$ cat config.mk
export PLATFORM = sky130hd
export DESIGN_NAME = axi_lite_master_ctrl
export DESIGN_NICKNAME = d
export VERILOG_FILES = /design/src/rtl/axi_lite_master_ctrl_pkg.sv /design/src/rtl/axi_lite_master_ctrl_wr_issue.sv /design/src/rtl/axi_lite_master_ctrl.sv
export SDC_FILE = /design/constraint.sdc
export NUM_CORES = 1
export LEC_CHECK = 0
export ABC_CLOCK_PERIOD_IN_PS = 2000
export BUFFER_PORTS_ARGS = -buffer_cell sky130_fd_sc_hd__buf_2
export CELL_PAD_IN_SITES_DETAIL_PLACEMENT = 1
export CELL_PAD_IN_SITES_GLOBAL_PLACEMENT = 2
export CORE_MARGIN = 2
export CORE_UTILIZATION = 20
export CTS_CLUSTER_DIAMETER = 200
export DETAILED_ROUTE_END_ITERATION = 6
export PLACE_DENSITY_LB_ADDON = 0.2
export SLEW_MARGIN = 20
export SYNTH_ARGS = -nofsm -noshare
export SYNTH_HDL_FRONTEND = slang
export SYNTH_HIERARCHICAL = 1
export SYNTH_SLANG_ARGS = --single-unit
export TNS_END_PERCENT = 1
$ cat constraint.sdc
create_clock -name aclk_i -period 2 [get_ports aclk_i]
set_clock_uncertainty 0.15 [all_clocks]
set_input_delay 0.4 -clock aclk_i [delete_from_list [all_inputs] [get_ports aclk_i]]
set_output_delay 0.4 -clock aclk_i [all_outputs]
set_load 0.02 [all_outputs]
$ cat src/rtl/axi_lite_master_ctrl_pkg.sv
// Shared types and constants for the AXI4-Lite master sequencer.
package axi_lite_master_ctrl_pkg;

  typedef logic [31:0] addr_t;
  typedef logic [31:0] data_t;
  typedef logic [1:0]  resp_t;

  localparam resp_t RESP_OKAY   = 2'b00;
  localparam resp_t RESP_EXOKAY = 2'b01;
  localparam resp_t RESP_SLVERR = 2'b10;
  localparam resp_t RESP_DECERR = 2'b11;

  // Sequencer states: one request and one response phase per direction
  typedef enum logic [2:0] {
    IDLE,
    WR_REQ,
    WR_RESP,
    RD_REQ,
    RD_RESP
  } ctrl_state_t;

  localparam int TIMEOUT_CYCLES_DEF = 256;

  function automatic logic is_wr_state(ctrl_state_t s);
    return (s == WR_REQ) || (s == WR_RESP);
  endfunction

endpackage

$ cat src/rtl/axi_lite_master_ctrl_wr_issue.sv
// AW/W issue: both channels raise valid together and each drops on its
// own handshake; both_done flags the edge at which the later one completes.
module axi_lite_wr_issue (
  input  logic clk_i,
  input  logic rst_i,
  input  logic active_i,
  input  logic awready_i,
  input  logic wready_i,
  output logic awvalid_o,
  output logic wvalid_o,
  output logic aw_hs_o,
  output logic w_hs_o,
  output logic both_done_o
);

  logic aw_done_q, w_done_q;

  assign awvalid_o   = active_i & ~aw_done_q;
  assign wvalid_o    = active_i & ~w_done_q;
  assign aw_hs_o     = awvalid_o & awready_i;
  assign w_hs_o      = wvalid_o & wready_i;
  assign both_done_o = active_i & (aw_done_q | aw_hs_o) & (w_done_q | w_hs_o);

  // Per-channel acceptance flags, cleared whenever the write phase ends
  always_ff @(posedge clk_i) begin
    if (rst_i || !active_i || both_done_o) begin
      aw_done_q <= 1'b0;
      w_done_q  <= 1'b0;
    end else begin
      if (aw_hs_o) aw_done_q <= 1'b1;
      if (w_hs_o)  w_done_q  <= 1'b1;
    end
  end

endmodule

$ cat src/rtl/axi_lite_master_ctrl.sv
// AXI4-Lite master sequencer: turns start pulses into full AW/W/B or AR/R
// transactions; a simultaneous read+write runs back to back, ordered by
// which direction completed last. Optional watchdog: AXI_CTRL_TIMEOUT_EN.
module axi_lite_master_ctrl
  import axi_lite_master_ctrl_pkg::*;
#(
  parameter int ADDR_W         = 32,
  parameter int DATA_W         = 32,
  parameter int TIMEOUT_CYCLES = TIMEOUT_CYCLES_DEF
) (
  input  logic                aclk_i,
  input  logic                areset_i,
  input  logic                start_read_i,
  input  logic                start_write_i,
  input  logic [ADDR_W-1:0]   addr_i,
  input  logic [DATA_W-1:0]   data_i,
  output logic                busy_o,
  output logic                done_o,
  output logic                done_is_wr_o,
  output logic [1:0]          resp_o,
  output logic [DATA_W-1:0]   rd_data_o,
`ifdef AXI_CTRL_TIMEOUT_EN
  output logic                timeout_err_o,
`endif
  output logic [ADDR_W-1:0]   awaddr_o,
  output logic                awvalid_o,
  input  logic                awready_i,
  output logic [DATA_W-1:0]   wdata_o,
  output logic [DATA_W/8-1:0] wstrb_o,
  output logic                wvalid_o,
  input  logic                wready_i,
  input  logic [1:0]          bresp_i,
  input  logic                bvalid_i,
  output logic                bready_o,
  output logic [ADDR_W-1:0]   araddr_o,
  output logic                arvalid_o,
  input  logic                arready_i,
  input  logic [DATA_W-1:0]   rdata_i,
  input  logic [1:0]          rresp_i,
  input  logic                rvalid_i,
  output logic                rready_o
);

  if (TIMEOUT_CYCLES < 2) begin : g_bad_timeout
    $error("TIMEOUT_CYCLES must be at least 2");
  end

  ctrl_state_t       state_q, state_d;
  logic              pending_q, pending_d;
  logic              last_wr_q;
  logic [ADDR_W-1:0] addr_q;
  logic [DATA_W-1:0] data_q, rd_data_q;
  logic [1:0]        resp_q;
  logic              done_q, done_is_wr_q;

  logic wr_active, aw_hs, w_hs, wr_both_done;
  logic wr_cmpl, rd_cmpl, start_any, tmo;

  assign wr_active = (state_q == WR_REQ);
  assign wr_cmpl   = (state_q == WR_RESP) && bvalid_i;
  assign rd_cmpl   = (state_q == RD_RESP) && rvalid_i;
  assign start_any = (state_q == IDLE) && (start_read_i || start_write_i);

  axi_lite_wr_issue u_wr_issue (
    .clk_i       (aclk_i),
    .rst_i       (areset_i),
    .active_i    (wr_active),
    .awready_i   (awready_i),
    .wready_i    (wready_i),
    .awvalid_o   (awvalid_o),
    .wvalid_o    (wvalid_o),
    .aw_hs_o     (aw_hs),
    .w_hs_o      (w_hs),
    .both_done_o (wr_both_done)
  );

`ifdef AXI_CTRL_TIMEOUT_EN
  localparam int CNT_W = $clog2(TIMEOUT_CYCLES + 1);
  logic [CNT_W-1:0] tmo_cnt_q, tmo_cnt_d;
  logic             timeout_err_q, any_hs;

  assign any_hs = aw_hs | w_hs | wr_cmpl | (arvalid_o & arready_i) | rd_cmpl;
  assign tmo    = (state_q != IDLE) && !any_hs &&
                  (tmo_cnt_q == CNT_W'(TIMEOUT_CYCLES - 1));

  // Watchdog restarts on any handshake and idles at zero
  always_comb begin
    tmo_cnt_d = tmo_cnt_q + 1'b1;
    if (state_q == IDLE || any_hs || tmo) tmo_cnt_d = '0;
  end

  // Watchdog counter and error flag registers
  always_ff @(posedge aclk_i) begin
    if (areset_i) begin
      tmo_cnt_q     <= '0;
      timeout_err_q <= 1'b0;
    end else begin
      tmo_cnt_q     <= tmo_cnt_d;
      timeout_err_q <= tmo;
    end
  end

  assign timeout_err_o = timeout_err_q;
`else
  assign tmo = 1'b0;
`endif

  // State register
  always_ff @(posedge aclk_i) begin
    if (areset_i) begin
      state_q   <= IDLE;
      pending_q <= 1'b0;
    end else begin
      state_q   <= state_d;
      pending_q <= pending_d;
    end
  end

  // Next state: a paired request skips IDLE and jumps to the other REQ
  always_comb begin
    state_d   = state_q;
    pending_d = pending_q;
    case (state_q)
      IDLE: begin
        if (start_write_i && start_read_i) begin
          pending_d = 1'b1;
          state_d   = last_wr_q ? RD_REQ : WR_REQ;
        end else if (start_write_i) begin
          state_d = WR_REQ;
        end else if (start_read_i) begin
          state_d = RD_REQ;
        end
      end
      WR_REQ:  if (wr_both_done) state_d = WR_RESP;
      WR_RESP: if (bvalid_i) begin
        pending_d = 1'b0;
        state_d   = pending_q ? RD_REQ : IDLE;
      end
      RD_REQ:  if (arready_i) state_d = RD_RESP;
      RD_RESP: if (rvalid_i) begin
        pending_d = 1'b0;
        state_d   = pending_q ? WR_REQ : IDLE;
      end
      default: state_d = IDLE;
    endcase
    if (tmo) begin
      state_d   = IDLE;
      pending_d = 1'b0;
    end
  end

  // State-decoded channel controls (AW/W valids come from the issue unit)
  always_comb begin
    busy_o    = (state_q != IDLE);
    bready_o  = (state_q == WR_RESP);
    arvalid_o = (state_q == RD_REQ);
    rready_o  = (state_q == RD_RESP);
  end

  // Request capture, completion reporting and arbitration history
  always_ff @(posedge aclk_i) begin
    if (areset_i) begin
      addr_q       <= '0;
      data_q       <= '0;
      rd_data_q    <= '0;
      resp_q       <= '0;
      done_q       <= 1'b0;
      done_is_wr_q <= 1'b0;
      last_wr_q    <= 1'b0;
    end else begin
      done_q <= wr_cmpl | rd_cmpl | tmo;
      if (start_any) begin
        addr_q <= addr_i;
        if (start_write_i) data_q <= data_i;
      end
      if (wr_cmpl) begin
        resp_q       <= bresp_i;
        done_is_wr_q <= 1'b1;
        last_wr_q    <= 1'b1;
      end else if (rd_cmpl) begin
        resp_q       <= rresp_i;
        rd_data_q    <= rdata_i;
        done_is_wr_q <= 1'b0;
        last_wr_q    <= 1'b0;
      end else if (tmo) begin
        resp_q       <= RESP_SLVERR;
        done_is_wr_q <= is_wr_state(state_q);
        last_wr_q    <= is_wr_state(state_q);
      end
    end
  end

  assign done_o       = done_q;
  assign done_is_wr_o = done_is_wr_q;
  assign resp_o       = resp_q;
  assign rd_data_o    = rd_data_q;
  assign awaddr_o     = addr_q;
  assign araddr_o     = addr_q;
  assign wdata_o      = data_q;
  assign wstrb_o      = '1;

endmodule
==> metrics.sh <==
ENDPOINT_CLASS_OF_THE_CRITICAL_PATH='output port'
FMAX_GHz=0.520
FILLERINSTANCES=2582
NON_FILLER_CELLS_FINAL=1011
DRT_ITER0_DRC=105
CLK_LATENCY_NS=0.35
IO-PIN-COUNT=251
INITIAL_CORE_UTILIZATION=0.203
P_CLK_FRAC=0.243
WORSTREGTOREGCELLS=7
CTS.PATH.MAX_BUFFERS=2
CRITPATHKIND='reg2out'
ANTENNA_VIOLATIONS_BEFORE_REPAIR=3
POST-ROUTE-MIN-PERIOD_NS=1.92
SYN-INSTANCE-COUNT=525
GP_ROUTABILITY_CONGESTION=0.704
CLK_TRANSITION_REPORTED_PATHS_NS=0.07
WL_MM=14.1
DRT_FIRST_PASS_ITERS=4
POWER.SWITCHING_FRACTION=0.391
HOLD_WS_NS=0.0761
CLOCK_TREE_FROM_TRITONCTS='built'
SYNTH_AREA_PER_CELL_UM2=8.08
GRT_PASS1_WL_MM=21.2
ROUTE.ANTENNA.REMAINING_NETS=0
AREA_GROWTH_SYN_TO_LAYOUT_PCT=36.7
GRT_OVERFLOW_TOTAL=0
CRITPATHLAUNCHTYPE='flop'
CP_DATA_REQUIRED_TIME_NS=1.45
MULTIINPUTGATEAREA_MM2=0.00165
P_SW_mW=2.73
AVGVIACOUNTPERCELL=4.13
MIN_FROM='wready_i'
SEQCELLAREA_MM2=0.00212
AREA_OF_THE_CORE_MM2=0.0209
DIE_X_EXTENT_UM=150
FIN_CRIT_SH=0.962
CLOCK_SINKS=106
SEQUENTIALPOWERSHARE=0.373
PLACEMENT_ROWS=53
ROUTE.DETAILED.WL_PER_INST_UM=14.0
DETAIL_PLACEMENT_HPWL_MM=10.3
FINAL_LAYOUT_SIZE_SUFFIX_GT1_FRAC=0.399
R2R_START='state_q[0]'
POWER_DENSITY_mW_PER_MM2=1210
PORTION_OF_TOTAL_POWER_ATTRIBUTED_TO_COMBINATIONAL_LOGIC=0.384
CRITICAL_PATH.MAX_FANOUT=11
MAX_SLEW_VIOLATION_TOTAL_FROM_THE_FINAL_REPORT=0
PLACED_CELLS=993
HOLDPATHEND='u_wr_issue/aw_done_q'
RR_ENDPOINT='state_q[1]'
FINISHED_CORE_UTIL=0.278
SYNTH.CELL_AREA_MM2=0.00424
SETUP_VIOL=0
DIE_H_UM=150
LEAKAGE_nW=2.70
DRT_DRC_VIOLATIONS_LEFT=0
NNETSFINAL=839
GRT_MAX_DEGREE=39
FINAL-HOLD-VIOLATION-COUNT=0
POWER.IR.VDD_WORST_mV=0.400
DRV_CAP=0
ROOT_BUFFER_MASTER='clkbuf_16'
HOLD_PATH.CLASS='in2reg'
GRT_PASS1_VIAS=4029
GRT_USAGE=0.122
RUN_STATUS='complete, no violations'
DIE_FOOTPRINT_MM2=0.0224
VIAS=4178
PORT_BUFFERS=246
CP_DATA_ARRIVAL_TIME_NS=1.37
TIMING.HOLD.WORST_PATH_DEPTH=2
INTERNAL_POWER_CONTRIBUTION_mW=4.26
SYNTH_WARNINGS=6
R2R_SETUP_SLACK_NS=0.26
CTS_HTREE_LEVELS=3
POWER_AFTER_LAYOUT_mW=6.99
TRITONCTS.NUM_BUFFERS=9
## worst max-delay path by stage
stage               start         end  slack [ns]  cells after the start
2_1_floorplan  state_q[0]  state_q[1]        0.10                      8
6_report       state_q[2]    rready_o        0.08                      3
3_5_place_dp   state_q[0]  state_q[1]        0.18                      7
3_3_place_gp   state_q[0]  state_q[1]        0.17                      7
4_1_cts        state_q[2]    rready_o        0.01                      3
5_1_grt        state_q[2]    rready_o     -0.0005                      3
## what timing repair did
item / 4_1_cts / 5_1_grt
resized for setup: 0 / 2
endpoints found under the setup margin: 1 / 3
pin swaps: 1 / 0
endpoints found under the hold margin: 0 / 0
hold buffers: 0 / 0
setup buffers: 1 / 0
## layout by cell type (no fill, tap or decap), types with 2 or more instances in the layout
| master | instances |
|---|---|
| dfxtp_1 | 106 |
| clkinvlp_4 | 2 |
| nor2b_4 | 3 |
| nand2_1 | 199 |
| nor2b_1 | 2 |
| nor3_1 | 2 |
| buf_2 | 245 |
| nor2_1 | 8 |
| nand3b_1 | 2 |
| nor4b_2 | 2 |
| clkinv_2 | 2 |
| nor3b_1 | 3 |
| a22oi_1 | 3 |
| conb_1 | 4 |
| nor2_4 | 2 |
| inv_1 | 2 |
| clkbuf_16 | 9 |
| buf_4 | 13 |
| a2111oi_0 | 2 |
| buf_12 | 4 |
| a21oi_1 | 100 |
## layer usage
| metal | vias to the layer above | GRT usage | part of all wire |
|---|---|---|---|
| met5 | - | 0 | 0.0019 |
| met4 | 4 | 0.0547 | 0.024 |
| met3 | 20 | 0.0451 | 0.090 |
| met2 | 151 | 0.206 | 0.48 |
| met1 | 1938 | 0.137 | 0.40 |
| li1 | 2065 | - | - |
## registers in the layout, summed over array words and instances, names as in the netlist
register              cells
rd_data_o                32
u_wr_issue/aw_done_q      1
done_is_wr_o              1
pending_q                 1
u_wr_issue/w_done_q       1
done_o                    1
wdata_o                  32
resp_o                    2
state_q                   3
araddr_o                 32
## power by group through the flow
stage / Sequential, mW / Combinational, mW / Clock (mW)
2_1_floorplan: 2.98 / 1.57 / 0
3_3_place_gp: 2.64 / 2.68 / 0
3_5_place_dp: 2.66 / 2.71 / 0
4_1_cts: 2.61 / 2.74 / 1.80
5_1_grt: 2.66 / 2.95 / 1.87
6_report: 2.61 / 2.69 / 1.70
## through the flow
step	cell area [um2]	TNS, ns	setup WS, ns
final	5800	0	0.0761
after global routing	5800	-0.000518	-0.000518
after CTS	5790	0	0.0129
after detailed placement	5510	0	0.179
after global placement	5510	0	0.171
after floorplan	4250	0	0.104
## critical path, stage by stage (launching register included)
cell and delay (ns):
dfxtp_1 0.38, buf_4 0.21, nor3b_4 0.22, buf_2 0.21
## final cells by class
| type | instances | area share |
|---|---|---|
| Sequential cell | 106 | 0.366 |
| Timing Repair Buffer | 262 | 0.242 |
| Multi-Input combinational cell | 348 | 0.284 |
| Tap cell | 275 | 0.0593 |
| Antenna cell | 1 | 0.000431 |
| Inverter | 3 | 0.00194 |
| Clock inverter | 6 | 0.00733 |
| Clock buffer | 10 | 0.0395 |
(Power assumes the default switching activity.)
